`config.mk`:
```
export PLATFORM = sky130hd
export DESIGN_NAME = pipe_hazard_ctrl
export DESIGN_NICKNAME = d
export VERILOG_FILES = /design/src/rtl/pipe_hazard_ctrl.sv
export SDC_FILE = /design/constraint.sdc
export NUM_CORES = 1
export LEC_CHECK = 0
export BUFFER_PORTS_ARGS = -buffer_cell sky130_fd_sc_hd__buf_2
export CAP_MARGIN = 30
export CELL_PAD_IN_SITES_DETAIL_PLACEMENT = 0
export CELL_PAD_IN_SITES_GLOBAL_PLACEMENT = 1
export CORE_ASPECT_RATIO = 2
export CORE_UTILIZATION = 26
export DETAILED_ROUTE_END_ITERATION = 10
export PLACE_DENSITY_LB_ADDON = 0.15
export SLEW_MARGIN = 20
export SYNTH_ARGS = -nofsm -noshare
export SYNTH_HDL_FRONTEND = slang
export SYNTH_SLANG_ARGS = --single-unit
```
`constraint.sdc`:
```
create_clock -name clk -period 1.8 [get_ports clk]
set_clock_uncertainty 0.15 [all_clocks]
set_input_delay 0.18 -clock clk [delete_from_list [all_inputs] [get_ports clk]]
set_output_delay 0.18 -clock clk [all_outputs]
set_load 0.02 [all_outputs]
```
`src/rtl/pipe_hazard_ctrl.sv`:
```
// Pipeline sequencing controller: load-use stalls, taken-branch flushes, data-memory waits, timeout halt.
// Define HAZARD_PERF_CNT_EN to build the saturating stall/flush performance counters.
module pipe_hazard_ctrl #(
  parameter int REG_W       = 5,
  parameter int TO_W        = 8,
  parameter int MEM_TIMEOUT = 200,
  parameter int CNT_W       = 32
) (
  input  logic             clk,
  input  logic             reset,
  input  logic [REG_W-1:0] id_rn,
  input  logic [REG_W-1:0] id_rm,
  input  logic             id_uses_rm,
  input  logic             ex_memread,
  input  logic [REG_W-1:0] ex_rd,
  input  logic             mem_pcsrc,
  input  logic             dmem_req,
  input  logic             dmem_ready,
  output logic             pc_en,
  output logic             ifid_en,
  output logic             idex_en,
  output logic             exmem_en,
  output logic             memwb_en,
  output logic             ifid_flush,
  output logic             idex_flush,
  output logic             exmem_flush,
  output logic             mem_err,
  output logic [CNT_W-1:0] stall_cnt,
  output logic [CNT_W-1:0] flush_cnt
);

  localparam logic [1:0] S_RUN  = 2'd0;
  localparam logic [1:0] S_WAIT = 2'd1;
  localparam logic [1:0] S_HALT = 2'd2;

  localparam logic [REG_W-1:0] XZR       = REG_W'(31);
  localparam logic [TO_W-1:0]  TIMEOUT_V = TO_W'(MEM_TIMEOUT);

  logic [1:0]      state;
  logic [1:0]      state_nxt;
  logic [TO_W-1:0] wait_cnt;
  logic [TO_W-1:0] wait_cnt_nxt;
  logic            mem_err_q;
  logic            luh;
  logic            resolve;

  assign luh = ex_memread & (ex_rd != XZR) &
               ((ex_rd == id_rn) | (id_uses_rm & (ex_rd == id_rm)));

  // Outputs are Mealy so a hazard takes effect in the cycle it is seen; everything is 0 in reset.
  always_comb begin
    pc_en        = 1'b0;
    ifid_en      = 1'b0;
    idex_en      = 1'b0;
    exmem_en     = 1'b0;
    memwb_en     = 1'b0;
    ifid_flush   = 1'b0;
    idex_flush   = 1'b0;
    exmem_flush  = 1'b0;
    state_nxt    = state;
    wait_cnt_nxt = wait_cnt;
    resolve      = 1'b0;

    if (reset) begin
      case (state)
        S_RUN: begin
          if (dmem_req && !dmem_ready) begin
            state_nxt    = S_WAIT;
            wait_cnt_nxt = TO_W'(1);
          end else begin
            resolve = 1'b1;
          end
        end
        S_WAIT: begin
          if (dmem_ready) begin
            resolve      = 1'b1;
            state_nxt    = S_RUN;
            wait_cnt_nxt = '0;
          end else if (wait_cnt == TIMEOUT_V) begin
            state_nxt = S_HALT;
          end else begin
            wait_cnt_nxt = wait_cnt + TO_W'(1);
          end
        end
        S_HALT: begin
          state_nxt = S_HALT;
        end
        default: begin
          state_nxt    = S_RUN;
          wait_cnt_nxt = '0;
        end
      endcase

      // A taken branch squashes everything younger, so it outranks a load-use bubble.
      if (resolve) begin
        if (mem_pcsrc) begin
          pc_en       = 1'b1;
          ifid_en     = 1'b1;
          idex_en     = 1'b1;
          exmem_en    = 1'b1;
          memwb_en    = 1'b1;
          ifid_flush  = 1'b1;
          idex_flush  = 1'b1;
          exmem_flush = 1'b1;
        end else if (luh) begin
          idex_en    = 1'b1;
          exmem_en   = 1'b1;
          memwb_en   = 1'b1;
          idex_flush = 1'b1;
        end else begin
          pc_en    = 1'b1;
          ifid_en  = 1'b1;
          idex_en  = 1'b1;
          exmem_en = 1'b1;
          memwb_en = 1'b1;
        end
      end
    end
  end

  always_ff @(posedge clk or negedge reset) begin
    if (!reset) begin
      state     <= S_RUN;
      wait_cnt  <= '0;
      mem_err_q <= 1'b0;
    end else begin
      state    <= state_nxt;
      wait_cnt <= wait_cnt_nxt;
      if (state_nxt == S_HALT) begin
        mem_err_q <= 1'b1;
      end
    end
  end

  assign mem_err = mem_err_q;

`ifdef HAZARD_PERF_CNT_EN
  logic [CNT_W-1:0] stall_q;
  logic [CNT_W-1:0] flush_q;
  logic             stall_evt;
  logic             flush_evt;

  // ifid_flush is only ever raised by the taken-branch case, so it doubles as the flush event.
  assign stall_evt = reset & (state != S_HALT) & ~pc_en;
  assign flush_evt = ifid_flush;

  always_ff @(posedge clk or negedge reset) begin
    if (!reset) begin
      stall_q <= '0;
      flush_q <= '0;
    end else begin
      if (stall_evt && (stall_q != '1)) begin
        stall_q <= stall_q + CNT_W'(1);
      end
      if (flush_evt && (flush_q != '1)) begin
        flush_q <= flush_q + CNT_W'(1);
      end
    end
  end

  assign stall_cnt = stall_q;
  assign flush_cnt = flush_q;
`else
  assign stall_cnt = '0;
  assign flush_cnt = '0;
`endif

endmodule

```
==> results.md <==
* Outcome: complete, but fails checks
* Failing checks: setup timing
* Vias in the first global route at 1070
* Synthesized flop and latch total at 11
* Placed cell area at 1500 sq um
* Final WL at 3270 microns
* Tcrit/Tclk final at 1.04
* Chip Width at 53.7 microns
* H-Tree Level Count at 1
* Wirelength per Cell at 11.7 microns
* Pin count of the biggest net entering global routing at 13
* Tot GR Track Use at 0.118
* Worst Path Arrival at 1.54 ns
* Count of cell types in the netlist at 40
* Worst setup margin at -0.0676 ns
* Register-to-register setup slack at -0.05 ns
* Cells after Synth at 164
* Number of antenna diodes at 0
* Synth async-reset ratio at 1.00
* Reg2reg path depth at 7
* Die Footprint at 5660 sq um
* Final hold vios at 0
* Die H at 105 microns
* Total negative setup slack at -0.261 ns
* Via Count at 1137
* Peak VDD IR at 0.389 mV
* Maxcap violations at 0
* Drt first pass iters at 4
* Fmax achieved at 535 MHz
* Hold Path Depth at 2
* Pins Over Slew Limit at 0
* Clock Latency Late Sink at 0.24 ns
* Mapped Area at 1390 sq um
* Util after Layout at 0.345
* CP Launch Type: flop
* Root buf cell: clkbuf_8
* Area growth syn-to-layout at 27.6%
* Hold Path Origin: reset
* Hold EP: state[0]
* Critical path endpoint category: output port
* Top FF cell, synth: dfrtp_1
* RePlAce Congestion at 0.720
* Worst-case hold slack at 0.123 ns
* Grt ovf at 0
* IO Port Bufs at 30
* First-pass GRT wire length at 4920 microns
* HPWL Detailed at 2620 microns
* Req. time, crit path at 1.47 ns
* Max incr delay on CP at 0.42 ns
* Finish-stage setup viols at 7
* Initial antenna violation count at 0
* Yosys warnings at 0
* CTS clock-pin slew for the worst setup and hold paths at 0.05 ns
* Nets@finish at 247
* Drt via density at 4.06
* Worst r2r src: wait_cnt[1]
* Final Non-Filler Cells at 280
* Io pins at 95
* Post-synth EDFFs at 0
* Cell Rows at 37
* Min-Delay Path Class: in2reg
* Core ar. at 5140 sq um
* Share of cells above drive strength 1 at 0.378
* DRT antenna net count at 0
* CTS buffer count at 3
* Slowest cell on the critical path: dfrtp_1
* CTS tree: built
* Initial Util at 0.270
* RSZ-0062 raised after global routing: true
* P per Cell Area at 571 nW/um^2
* Peak fanout along the critical path at 4
* Crit path cell chain: buf_6 -> o21bai_1 -> and3b_2 -> and2_4 -> o21bai_2 -> buf_6
* Clk buf depth at 2
* Syn_area_per_cell at 8.47 sq um
* CP Class: reg2out
* Residual DRC at 0
* Iteration-0 DRC count of the detailed router at 12
* P_leak at 0.886 nW
* Design Area, Final at 1770 sq um
* Worst R2R End: wait_cnt[7]
* Post-synthesis sequential area ratio at 0.198
* Dpl cells at 269
* Crit path time final at 1.87 ns
* Critical path's most frequent cell: buf_6
* TritonCTS Sinks at 11
where the power goes:
part	switching, mW	internal, mW
logic	0.294	0.181
registers	0.0126	0.264
clock network	0.103	0.156
total	0.410	0.601
kinds of logic after synthesis:
kind of cell | share of synthesized area
muxes | 0.0288
DFF | 0.198
AOI/OAI and AO/OA | 0.112
xor gates and xnor gates | 0.0631
buffers and inverters | 0.395
and+or+nand+nor | 0.183
other | 0.00270
adders and majority gates | 0.0180
critical path: cells and delay by family (launching register included):
| family | cells | cell delay (ns) |
|---|---|---|
| buffers and inverters | 2 | 0.28 |
| flip-flops | 1 | 0.42 |
| AND/OR/NAND/NOR | 2 | 0.39 |
| AO/OA/AOI/OAI | 2 | 0.22 |
cell usage after synthesis, types with 2 or more instances:
cell type / count / area (sq um)
mux2i_1: 4 / 40.0
o21bai_1: 2 / 15.0
nand3_1: 5 / 25.0
ha_1: 2 / 25.0
o21ai_0: 3 / 15.0
nand2_1: 11 / 41.3
o31ai_1: 2 / 15.0
nand2b_1: 2 / 12.5
nor4_1: 3 / 18.8
dfrtp_1: 11 / 275
buf_4: 68 / 510
nor3_1: 3 / 15.0
buf_6: 2 / 22.5
inv_1: 4 / 15.0
nor4b_4: 2 / 47.6
xor2_1: 9 / 78.8
nor2_1: 8 / 30.0
layer usage:
metal / GRT usage / up-vias / wire length (microns)
li1: - / 542 / -
met1: 0.101 / 529 / 1050
met2: 0.242 / 61 / 2010
met3: 0.00866 / 5 / 158
met4: 0.0508 / 0 / 51
met5: 0 / - / 0
registers in the layout, indices dropped and copies added, names as in the netlist:
signal and count:
wait_cnt 8, mem_err 1, state 2
cell type report:
cell class	count	area (sq um)
Timing Repair Buffer	60	442
Sequential cell	11	277
Inverter	4	15.0
Multi-Input combinational cell	143	921
Fill cell	551	3370
Clock buffer	4	45.0
Tap cell	58	72.6
metrics by stage:
step           setup slack (ns)  total power [mW]
2_1_floorplan          -0.00642             0.649
3_3_place_gp             -0.116             0.667
3_5_place_dp             -0.142             0.667
4_1_cts                 -0.0870             0.968
5_1_grt                  -0.151              1.07
6_report                -0.0676              1.01
cell usage in the layout (no fill, tap or decap), types with 2 or more instances in the layout:
master,instances
buf_4,27
nor2_1,7
nor3_1,3
clkbuf_8,3
nand2b_1,2
nor4b_4,3
buf_6,11
nand2_1,11
conb_1,64
dfrtp_1,10
nand3_1,5
inv_1,3
buf_2,21
nor4_2,2
mux2i_1,4
o31ai_1,2
xor2_1,9
o21ai_0,2
how the worst max path moves through the flow:
stage | start | endpoint | slack (ns)
after floorplan | state[1] | wait_cnt[4] | -0.006
after global placement | ex_rd[4] | pc_en | -0.12
after detailed placement | wait_cnt[1] | wait_cnt[2] | -0.14
after CTS | state[0] | idex_flush | -0.09
after global routing | state[0] | idex_flush | -0.15
final | state[0] | idex_flush | -0.07
what timing repair did:
item	CTS	global route
hold endpoints to repair	11	0
gates resized for setup	23	15
hold buffers	1	0
endpoints found under the setup margin	13	16
gates cloned	1	0
setup buffers	5	1
pin swaps	9	6
No activity file was read; power rests on OpenSTA's default activity.
